<file path="src/rtl/rapid_pkg.sv">
// Shared types for the RAPID pipeline hazard logic: instruction hazard classes
// and the scoreboard slot record tracked for the EX and MEM stages.
package rapid_pkg;

  localparam int SB_RD_W = 8;

  typedef enum logic [1:0] {
    HC_ALU  = 2'd0,
    HC_LOAD = 2'd1,
    HC_LONG = 2'd2,
    HC_RSVD = 2'd3
  } hazard_class_e;

  // rd is sized for the largest register file we expect; indices are zero-extended
  typedef struct packed {
    logic               valid;
    logic [SB_RD_W-1:0] rd;
    logic               is_load;
  } sb_slot_s;

endpackage

</file>
<file path="src/rtl/rapid_hazard_scoreboard.sv">
// Hazard scoreboard for RAPID: decode stall, registered EX forward selects and
// tracking of outstanding long-latency (mul/div/coprocessor) destinations.
module rapid_hazard_scoreboard
  import rapid_pkg::*;
#(
  parameter int NUM_REGS       = 32,
  parameter int REG_W          = $clog2(NUM_REGS),
  parameter int MAX_LONG       = 4,
  parameter bit LOAD_USE_STALL = 1'b1,
  parameter int CNT_W          = $clog2(MAX_LONG + 1)
) (
  input  logic                i_clk,
  input  logic                i_reset,
  input  logic                i_advance,
  input  logic                i_flush,
  input  logic                i_de_valid,
  input  logic [REG_W-1:0]    i_de_rs1,
  input  logic                i_de_rs1_used,
  input  logic [REG_W-1:0]    i_de_rs2,
  input  logic                i_de_rs2_used,
  input  logic [REG_W-1:0]    i_de_rd,
  input  logic                i_de_rd_we,
  input  logic [1:0]          i_de_class,
  input  logic                i_wb_valid,
  input  logic [REG_W-1:0]    i_wb_rd,
  output logic                o_stall,
  output logic                o_issue,
  output logic                o_ex_fwd_rs1,
  output logic                o_ex_fwd_rs2,
  output logic [NUM_REGS-1:0] o_long_busy,
  output logic [CNT_W-1:0]    o_long_count,
  output logic                o_wb_err
);

  sb_slot_s            r_exSlot;
  sb_slot_s            r_memSlot;
  logic                r_fwdRs1;
  logic                r_fwdRs2;
  logic [NUM_REGS-1:0] r_longBusy;
  logic [CNT_W-1:0]    r_longCount;
  logic                r_wbErr;

  hazard_class_e       w_class;
  logic [NUM_REGS-1:0] w_busyEff;
  logic [1:0]          w_src1;
  logic [1:0]          w_src2;
  logic                w_rdNonZero;
  logic                w_waw;
  logic                w_full;
  logic                w_longSet;
  logic                w_wbOk;
  sb_slot_s            w_nextSlot;
  logic                w_unused;

  // Per-source check: bit 1 = stall contribution, bit 0 = hit on the EX-slot producer
  function automatic logic [1:0] srcCheck(input logic used, input logic [REG_W-1:0] rs,
                                          input logic [NUM_REGS-1:0] busyEff,
                                          input sb_slot_s ex);
    logic srcMatch;
    logic exHit;
    srcMatch = used && (rs != '0);
    exHit    = srcMatch && ex.valid && (ex.rd[REG_W-1:0] == rs);
    srcCheck = {(srcMatch && busyEff[rs]) || (exHit && ex.is_load && LOAD_USE_STALL), exHit};
  endfunction

  assign w_class = hazard_class_e'(i_de_class);

  // A long result written back this cycle is visible through the write-first register file
  assign w_busyEff = r_longBusy & ~(i_wb_valid ? (NUM_REGS'(1) << i_wb_rd) : '0);

  assign w_src1      = srcCheck(i_de_rs1_used, i_de_rs1, w_busyEff, r_exSlot);
  assign w_src2      = srcCheck(i_de_rs2_used, i_de_rs2, w_busyEff, r_exSlot);
  assign w_rdNonZero = (i_de_rd != '0);
  assign w_waw       = i_de_rd_we && r_longBusy[i_de_rd];
  assign w_full      = (w_class == HC_LONG) && i_de_rd_we && (r_longCount == CNT_W'(MAX_LONG));

  assign o_stall = i_de_valid && !i_flush && (w_src1[1] || w_src2[1] || w_waw || w_full);
  assign o_issue = i_de_valid && !o_stall && !i_flush && i_advance;

  assign w_longSet = o_issue && (w_class == HC_LONG) && i_de_rd_we && w_rdNonZero;
  assign w_wbOk    = i_wb_valid && (i_wb_rd != '0) && r_longBusy[i_wb_rd];

  always_comb begin
    w_nextSlot = '0;
    if (o_issue && i_de_rd_we && w_rdNonZero && (w_class != HC_LONG)) begin
      w_nextSlot.valid   = 1'b1;
      w_nextSlot.rd      = SB_RD_W'(i_de_rd);
      w_nextSlot.is_load = (w_class == HC_LOAD);
    end
  end

  always_ff @(posedge i_clk or posedge i_reset) begin
    if (i_reset) begin
      r_exSlot  <= '0;
      r_memSlot <= '0;
      r_fwdRs1  <= 1'b0;
      r_fwdRs2  <= 1'b0;
    end else if (i_advance) begin
      r_memSlot <= r_exSlot;
      r_exSlot  <= w_nextSlot;
      r_fwdRs1  <= o_issue && w_src1[0];
      r_fwdRs2  <= o_issue && w_src2[0];
    end
  end

  // Long tracking runs every cycle; writebacks do not wait for the pipeline to advance
  always_ff @(posedge i_clk or posedge i_reset) begin
    if (i_reset) begin
      r_longBusy  <= '0;
      r_longCount <= '0;
      r_wbErr     <= 1'b0;
    end else begin
      r_longBusy  <= (r_longBusy & ~(w_wbOk ? (NUM_REGS'(1) << i_wb_rd) : '0))
                   | (w_longSet ? (NUM_REGS'(1) << i_de_rd) : '0);
      r_longCount <= r_longCount + CNT_W'(w_longSet) - CNT_W'(w_wbOk);
      if (i_wb_valid && !w_wbOk) begin
        r_wbErr <= 1'b1;
      end
    end
  end

  assign o_ex_fwd_rs1 = r_fwdRs1;
  assign o_ex_fwd_rs2 = r_fwdRs2;
  assign o_long_busy  = r_longBusy;
  assign o_long_count = r_longCount;
  assign o_wb_err     = r_wbErr;

  // MEM slot is kept for visibility only; upper rd bits are padding
  assign w_unused = ^{r_memSlot, r_exSlot.rd};

endmodule

</file>
<file path="config.mk">
export PLATFORM = sky130hd
export DESIGN_NAME = rapid_hazard_scoreboard
export DESIGN_NICKNAME = d
export VERILOG_FILES = /design/src/rtl/rapid_pkg.sv /design/src/rtl/rapid_hazard_scoreboard.sv
export SDC_FILE = /design/constraint.sdc
export NUM_CORES = 1
export LEC_CHECK = 0
export CAP_MARGIN = 20
export CELL_PAD_IN_SITES_DETAIL_PLACEMENT = 0
export CELL_PAD_IN_SITES_GLOBAL_PLACEMENT = 2
export CORE_UTILIZATION = 36
export CTS_BUF_LIST = sky130_fd_sc_hd__clkbuf_8
export DETAILED_ROUTE_END_ITERATION = 16
export PLACE_DENSITY_LB_ADDON = 0.1
export SLEW_MARGIN = 20
export SYNTH_ARGS = -nofsm -noshare
export SYNTH_HDL_FRONTEND = slang
export SYNTH_SLANG_ARGS = --single-unit
</file>
<file path="constraint.sdc">
create_clock -name i_clk -period 6.48 [get_ports i_clk]
set_input_delay 1.296 -clock i_clk [delete_from_list [all_inputs] [get_ports i_clk]]
set_output_delay 1.296 -clock i_clk [all_outputs]
set_load 0.01 [all_outputs]
</file>
## Word-level counts from Yosys, hierarchy flattened

Index checks and enable logic that the tools add are counted.

- Bitwise operators: 5
- Order comparisons: 4
- $add $sub $neg: 2
- Muxes and demuxes: 12
- Reduce and logical (&&, ||, !) cells: 41
- Shift-type cells: 2
- Eq/ne operators: 6

Operators by type and width:

| operator | number |
|---|---|
| $mux 32 | 3 |
| $and 32x32->32 | 2 |
| $not 32->32 | 2 |
| $shl 1x5->32 const A | 2 |
| $or 32x32->32 | 1 |
| $logic_and 1x1->1 | 29 |
| $lt 5x6->1 const B | 4 |
| $bmux 1 s5 | 4 |
| $reduce_bool 5->1 | 4 |
| $eq 5x5->1 | 2 |
| $mux 10 | 1 |
| $logic_or 1x1->1 | 5 |
| $mux 1 | 4 |
| $add 3x1->3 | 1 |
| $eq 3x3->1 const B | 1 |
| $logic_not 1->1 | 3 |
| $sub 3x1->3 | 1 |
| $eq 2x1->1 const B | 1 |
| $eq 2x2->1 const B | 1 |
| $ne 2x2->1 const B | 1 |

- Logic and storage cells: 80
- Flip-flop bits (word level): 45
- Input bits: 31

## Depth between registers and ports, before layout

Gate-level depths: netlist (run 1).

- Depth in word-level cells: 21
- Gate-level depth with buffers: 16
- Mapped depth without buffers: 13

## Least setup slack after synthesis (run 1)

OpenSTA, ideal clock, no wires.

- Path kind: input-to-output
- From: input i_de_rd[1]
- To: output o_issue
- Slack: 1.770 ns
- Stages: 9
- Buffers on the path: 3
- Arrival: 3.414 ns
- Path through: buf_2 buf_1 mux4_2 o211ai_1 o311ai_0 nor4_2 nand2_1 buf_2 nor3_1

- Word-level cells in the longest chain between the ends: 10

RTL lines:

| item | line | source |
|---|---|---|
| start, declared | rapid_hazard_scoreboard.sv:21 | `input logic [REG_W-1:0] i_de_rd,` |
| $bmux 1 s5 | rapid_hazard_scoreboard.sv:74 | `assign w_waw = i_de_rd_we && r_longBusy[i_de_rd];` |
| $mux 1 (not written as such) | rapid_hazard_scoreboard.sv:74 |  |
| $logic_and 1x1->1 | rapid_hazard_scoreboard.sv:74 |  |
| $logic_or 1x1->1 (2 in series) | rapid_hazard_scoreboard.sv:77 | `assign o_stall = i_de_valid && !i_flush && (w_src1[1] \|\| w_src2[1] \|\| w_waw \|\| w_full);` |
| $logic_and 1x1->1 | rapid_hazard_scoreboard.sv:77 |  |
| $logic_not 1->1 | rapid_hazard_scoreboard.sv:78 | `assign o_issue = i_de_valid && !o_stall && !i_flush && i_advance;` |
| $logic_and 1x1->1 (3 in series) | rapid_hazard_scoreboard.sv:78 |  |
| end, declared | rapid_hazard_scoreboard.sv:27 | `output logic o_issue,` |

No other way between the ends. The select of a mux whose other input is x is not followed.

## Worst setup path in the final report (run 1)

- From: input i_de_rd[2]
- To: output o_issue

Same word-level chain as after synthesis.

==> metrics.cfg, run 1 <==
[run_status]
status = finished, final reports clean

[clock_tree]
htreeDepth = 2
cts_hold_buf = 0
cts_tree = yes
clkTransAtPathRegs_ns = 0.09
post-cts-setup-buffers = 0
clock_sinks = 45
numCtsBuffers = 5
cts-root-buf = clkbuf_8
cts_resized = 0
clockBufferDepth = 2
clk_latency_ns = 0.30

[flow_run]
cap_violations = 0

[power]
sw_frac_of_total_pct = 31.16
p_int_w = 0.0005468
p_leak_nw = 1.789
switchingPower_w = 0.0002476
share_comb_of_total_power_pct = 27.4
power_frac_clock_pct = 33.1
p_per_area_mw_per_mm2 = 162.1
ir_drop_v = 0.0001124
p_seq_share_pct = 39.5

[routing]
wire_per_inst_um = 23.52
ant_nets = 0
drtIter0Drc = 301
drtPass1Iterations = 5
via_count = 4008
wl_um = 14910
vias_per_cell = 6.322
drc = 0

[die]
die-area_mm2 = 0.01136
rows = 37
core_area_mm2 = 0.01046
ios = 71
fp.dieH_um = 106.6
die_w_um = 106.6
start_util_pct = 37.65

[logic_synthesis]
ys_top_cells_by_count = o21ai_0, dfrtp_1, nand3_1, mux2i_1, nand2_1
yosysTopAreaCellShare_pct = 28.59
synth_most_common_cell = o21ai_0
yosysSeqAreaShare_pct = 28.59
avgSynthCellArea_um2 = 8.871
syn-cell-area_mm2 = 0.003939
netlist_instances = 444
yosys_warnings = 0
synth_nets = 478
synth_seq_cells = 45
synth_top_flop_cell = dfrtp_1
synthTopCellsByArea = dfrtp_1, mux4_2, o21ai_0
async_flop_share_pct = 100.0
yosys.area.top_type = dfrtp_1
ys_types = 60
synth_edf_count = 0

[global_routing]
gr-usage-all-layers_pct = 26.81
grt_pass1_vias = 3802
antenna_found_initial = 0
grt_pass1_wl_um = 22870
grt_max_degree = 46
grt.overflow.total = 0

[setup_path]
critPathCaptureType = output pin
slowest_delay_ns = 0.89
cp_cell_sequence = clkdlybuf4s50_1 -> mux4_2 -> mux2i_1 -> nor4b_1 -> a2111o_1 -> nor4_2 -> nand2_1 -> nor3_1 -> clkdlybuf4s50_1
cp_common_cell = clkdlybuf4s50_1
critPathRequiredTime_ns = 5.18
critPathSlowestCell = clkdlybuf4s50_1
critPathArrivalTime_ns = 4.69
crit_fanout = 14
criticalPathCategory = primary input to output pin
startpoint_type = primary input

[sta]
finClkSkew_ns = 0.005970
min_period_ns = 5.982
fin_setup_tns_ns = 0
worst_pin_slew_ns = 0.9445
drv_slew = 0
period_share_pct = 92.32
maxSlewHeadroom_pct = 36.89
setup_viol = 0
hold_viol_final = 0
grt_setup_unrepaired = no
timing.fmax_mhz = 167.2

[placed_design]
dpl.hpwl_um = 11030
portBuffers = 70
gp_congestion = 0.8935

[layout]
fillers = 1056
antennaDiodeCount = 0
nets = 531
postLayoutCoreUtil_pct = 46.84
layout-drive-gt1-share_pct = 10.84
area_growth_syn_to_layout_pct = 24.43

[hold_path]
hold_path.class = flop to flop

[worst max-delay path: cells and delay by family]
family	cells	cell delay, ns
AND/OR/NAND/NOR	4	0.74
AO/OA/AOI/OAI	1	0.42
buffers and inverters	2	1.50
multiplexers	2	0.73
[sequential cells by signal, summed over array words and instances, names as in the netlist]
| register | flops |
|---|---|
| o_long_busy | 32 |
| r_exSlot | 7 |
| o_long_count | 3 |
| o_ex_fwd_rs1 | 1 |
| o_ex_fwd_rs2 | 1 |
| o_wb_err | 1 |
[cell families (layout without fill, tap and decap cells)]
group           count (synthesis)  count (layout)  synth area share, %
xor+xnor                       16              16                3.558
compound gates                133             133                21.70
fa+ha+maj                       3               3                1.144
flops                          45              45                28.59
mux                            48              48                18.36
simple gates                  139             139                20.30
buf+inv                        60             114                6.353
[power by group through the flow]
stage	sequential [W]	clock (W)	combinational, W
2_1_floorplan	0.000320	0	0.000124
6_report	0.000314	0.000263	0.000217
4_1_cts	0.000314	0.000267	0.000215
5_1_grt	0.000316	0.000277	0.000233
3_3_place_gp	0.000318	0	0.000215
3_5_place_dp	0.000319	0	0.000214
[path summary, 6_finish.rpt]
kind | slack (ns) | depth (start not counted) | from | endpoint
max in group asynchronous | 4.75 | 3 | i_reset | r_exSlot[9]$_DFFE_PP0P_
worst max register to register | 2.36 | 14 | o_long_busy[1]$_DFF_PP0_ | o_long_count[2]$_DFF_PP0_
worst min-delay path | 0.47 | 1 | o_wb_err$_DFFE_PP0P_ | o_wb_err$_DFFE_PP0P_
worst max-delay path | 0.50 | 9 | i_de_rd[2] | o_issue
worst min register to register | 0.47 | 1 | o_wb_err$_DFFE_PP0P_ | o_wb_err$_DFFE_PP0P_
min in group asynchronous | 1.24 | 2 | i_reset | o_long_count[0]$_DFF_PP0_
[through the flow]
| stage | total power, W | hold WS (ns) | std cells | area (µm²) | setup slack, ns |
|---|---|---|---|---|---|
| finish | 0.0007944 | 0.4670 | 634 | 4901 | 0.4976 |
| CTS | 0.0007952 | 0.4688 | 633 | 4881 | 0.4954 |
| global placement | 0.0005330 | 0.4420 | 625 | 4743 | 0.4639 |
| detailed placement | 0.0005328 | 0.4475 | 625 | 4743 | 0.5124 |
| global route | 0.0008262 | 0.4839 | 634 | 4901 | 0.3927 |
| floorplan | 0.0004442 | 0.4932 | 444 | 3939 | 1.770 |
[per-layer routing]
| layer | routed length [µm] | up-vias | share of wire [%] | GRT usage [%] |
|---|---|---|---|---|
| met5 | 0 | - | 0 | 0 |
| met4 | 416 | 0 | 2.8 | 8.415 |
| met3 | 1045 | 29 | 7.0 | 3.587 |
| met2 | 6691 | 179 | 45 | 39.68 |
| met1 | 6762 | 1983 | 45 | 40.21 |
| li1 | - | 1817 | - | - |
[layout make-up]
class,instances,area [µm²],area share (%)
clock inverter,3,68.82,1.404
sequential,45,1126,22.98
inverter,21,78.83,1.608
multi-input combinational,339,2562,52.28
timing repair buffer,85,825.8,16.85
clock buffer,5,68.82,1.404
tap,136,170.2,3.472
[cells in the final DEF (no fill, tap or decap), types with 3 or more instances in the layout]
cell type / instances
nor2_1: 11
nand2_1: 22
mux2_2: 4
o22ai_1: 4
buf_4: 14
xor2_1: 7
dfrtp_1: 45
o32ai_2: 4
or3_1: 5
o2111ai_1: 3
o21ai_1: 18
mux2i_1: 25
o211ai_1: 10
nand4b_1: 4
a31oi_1: 7
nor3_1: 12
mux4_2: 19
xnor2_1: 9
clkbuf_8: 5
nor4_1: 5
nand2b_1: 6
nor3b_1: 4
inv_1: 19
nand3_1: 36
a21oi_1: 10
nand4_1: 8
o21ai_0: 52
a211oi_1: 5
clkdlybuf4s50_1: 70
nand3b_1: 11
No activity file was read; power rests on OpenSTA's default activity.
==> run 2, diff against run 1 <==
--- a/config.mk
+++ b/config.mk
@@ -8,6 +8,7 @@
 export CAP_MARGIN = 20
 export CELL_PAD_IN_SITES_DETAIL_PLACEMENT = 0
 export CELL_PAD_IN_SITES_GLOBAL_PLACEMENT = 2
+export CORE_ASPECT_RATIO = 0.6
 export CORE_UTILIZATION = 36
 export CTS_BUF_LIST = sky130_fd_sc_hd__clkbuf_8
 export DETAILED_ROUTE_END_ITERATION = 16
==> run 2 against run 1 <==
Against the previous run: routed wire length increased by 3.7%; die area increased by 0.11%; non-clock buffer count fell by 2; critical path type unchanged; hold slack better by 0.0032 ns; highest routed layer unchanged; fmax grew 0.32%; sequential share of layout area grew 0.20 points; sequential power up 2%.
==> metrics.cfg, run 2 (same netlist as run 1, synthesis figures left out) <==
[run_status]
status = finished, final reports clean  ; unchanged

[placed_design]
portBuffers = 70  ; unchanged
dpl.hpwl_um = 11790  ; was 11030 µm
gp_congestion = 0.9387  ; was 0.8935
dpl_cell_area_mm2 = 0.004740  ; was 0.004743 mm²
dp.cells = 627  ; was 625

[layout]
postLayoutCoreUtil_pct = 45.87  ; was 46.84%
multi_input_area_mm2 = 0.002562  ; unchanged
layout-drive-gt1-share_pct = 10.48  ; was 10.84%
seq_area_mm2 = 0.001126  ; unchanged
layout_commonest_cell = clkdlybuf4s50_1  ; unchanged
largest_reg_flops = 32  ; unchanged
postLayoutCellArea_mm2 = 0.004860  ; was 0.004901 mm²
nets = 529  ; was 531
layout_common_cells = clkdlybuf4s50_1, o21ai_0, dfrtp_1  ; unchanged
antennaDiodeCount = 0  ; unchanged
final_cells = 635  ; was 634
fillers = 1040  ; was 1056
area_growth_syn_to_layout_pct = 23.38  ; was 24.43%

[global_routing]
grt_pass1_vias = 3741  ; was 3802
grt.overflow.total = 0  ; unchanged
grt_pass1_wl_um = 23380  ; was 22870 µm
grt_max_degree = 46  ; unchanged
antenna_found_initial = 0  ; unchanged
gr-usage-all-layers_pct = 27.80  ; was 26.81%

[setup_path]
r2r_start = o_long_busy[23]$_DFF_PP0_  ; was o_long_busy[1]$_DFF_PP0_
critPathArrivalTime_ns = 4.67  ; was 4.69 ns
critPathCaptureType = output pin  ; unchanged
crit_fanout = 18  ; was 14
crit_start = i_wb_rd[3]  ; was i_de_rd[2]
critPathRequiredTime_ns = 5.18  ; about the same
criticalPathCategory = primary input to output pin  ; unchanged
startpoint_type = primary input  ; unchanged

[sta]
grt_setup_unrepaired = no  ; unchanged
fin_setup_tns_ns = 0  ; unchanged
hold_slack_ns = 0.4702  ; was 0.4670 ns
finClkSkew_ns = 0.01400  ; was 0.005970 ns
setup_viol = 0  ; unchanged
min_period_ns = 5.964  ; was 5.982 ns
period_share_pct = 92.03  ; was 92.32%
timing.fmax_mhz = 167.7  ; was 167.2 MHz
worst_pin_slew_ns = 0.9844  ; was 0.9445 ns
hold_viol_final = 0  ; unchanged
drv_slew = 0  ; unchanged
maxSlewHeadroom_pct = 34.23  ; was 36.89%

[power]
p_leak_nw = 1.765  ; was 1.789 nW
sw_frac_of_total_pct = 33.75  ; was 31.16%
p_per_area_mw_per_mm2 = 157.8  ; was 162.1 mW/mm²
switchingPower_w = 0.0002588  ; was 0.0002476 W
power_frac_clock_pct = 30.7  ; was 33.1%
ir_drop_v = 0.0001055  ; was 0.0001124 V
p_seq_share_pct = 41.5  ; was 39.5%
share_comb_of_total_power_pct = 27.8  ; was 27.4%
p_int_w = 0.0005082  ; was 0.0005468 W

[routing]
wl_met1_um = 7535  ; was 6762 µm
drtIter0Drc = 493  ; was 301
wl_met3_um = 1763  ; was 1045 µm
via_count = 4069  ; was 4008
wl_um = 15470  ; was 14910 µm
top_layer_used = met4  ; unchanged
wire_per_inst_um = 24.36  ; was 23.52 µm
drc = 0  ; unchanged
ant_nets = 0  ; unchanged
route.met2.wl_um = 6084  ; was 6691 µm
drtPass1Iterations = 6  ; was 5
vias_per_cell = 6.408  ; was 6.322

[hold_path]
hold_start = o_wb_err$_DFFE_PP0P_  ; unchanged
hold_path.class = flop to flop  ; unchanged

[die]
die_w_um = 137.0  ; was 106.6 µm
ios = 71  ; unchanged
fp.dieH_um = 83.02  ; was 106.6 µm
die-area_mm2 = 0.01138  ; was 0.01136 mm²
core_area_mm2 = 0.01060  ; was 0.01046 mm²
start_util_pct = 37.18  ; was 37.65%
rows = 29  ; was 37

[flow_run]
cap_violations = 0  ; unchanged

[clock_tree]
clkTransAtPathRegs_ns = 0.11  ; was 0.09 ns
cts_tree = yes  ; unchanged
numCtsBuffers = 5  ; unchanged
cts-root-buf = clkbuf_8  ; unchanged
clock_sinks = 45  ; unchanged
htreeDepth = 2  ; unchanged
post-cts-setup-buffers = 0  ; unchanged
clk_latency_ns = 0.32  ; was 0.30 ns
cts_resized = 0  ; unchanged
clockBufferDepth = 2  ; unchanged
cts_hold_buf = 0  ; unchanged

==> run 2: changes by cell type in the layout (fill, tap and decap cells not counted) <==
cell | previous run | this run
inv_8 | 0 | 1
bufinv_16 | 2 | 1
buf_12 | 1 | 0
clkinv_2 | 0 | 1
clkinv_4 | 0 | 1
inv_2 | 1 | 0
buf_4 | 14 | 13
inv_6 | 1 | 0
==> run 2: power by group through the flow <==
stage                     logic (W)  clock network, W  registers (W)
after detailed placement   0.000212                 0       0.000323
after floorplan            0.000124                 0       0.000320
after CTS                  0.000213          0.000240       0.000317
final                      0.000213          0.000235       0.000319
after global routing       0.000230          0.000252       0.000320
after global placement     0.000211                 0       0.000323
==> run 2: area by class of cell <==
cell class | count | area share, %
flip-flops and latches | 45 | 23.17
clock buffers | 5 | 1.416
multi-input cells | 339 | 52.73
well taps | 139 | 3.579
inverters | 21 | 1.648
repair buffers | 83 | 16.43
clock inverters | 3 | 1.030
==> run 2: worst paths after layout <==
| path | depth (start not counted) | slack [ns] | to |
|---|---|---|---|
| max | 8 | 0.52 | o_issue |
| min | 1 | 0.47 | o_wb_err$_DFFE_PP0P_ |
| max reg2reg | 14 | 2.46 | o_long_count[2]$_DFF_PP0_ |
| min reg2reg | 1 | 0.47 | o_wb_err$_DFFE_PP0P_ |
| max in group asynchronous | 2 | 4.54 | o_long_busy[29]$_DFF_PP0_ |
| min in group asynchronous | 2 | 1.44 | o_ex_fwd_rs2$_DFFE_PP0P_ |
==> run 2: metrics by stage <==
stage	total power (W)	worst slack [ns]
finish	0.0007670	0.5165
detailed placement	0.0005348	0.5569
global route	0.0008023	0.3509
floorplan	0.0004442	1.770
CTS	0.0007705	0.5113
global placement	0.0005334	0.5658
==> run 2: critical path: stages <==
cell and delay (ns):
clkdlybuf4s50_1 0.71, or4b_1 0.82, o211ai_1 0.25, a41oi_1 0.15, nor4_2 0.43, nand2_1 0.15, nor3_1 0.27, clkdlybuf4s50_1 0.59
==> run 2: metal layers <==
layer	up-vias	global-route usage, %
li1	1801	-
met1	2012	45.77
met2	247	36.36
met3	9	6.716
met4	0	3.397
met5	-	0
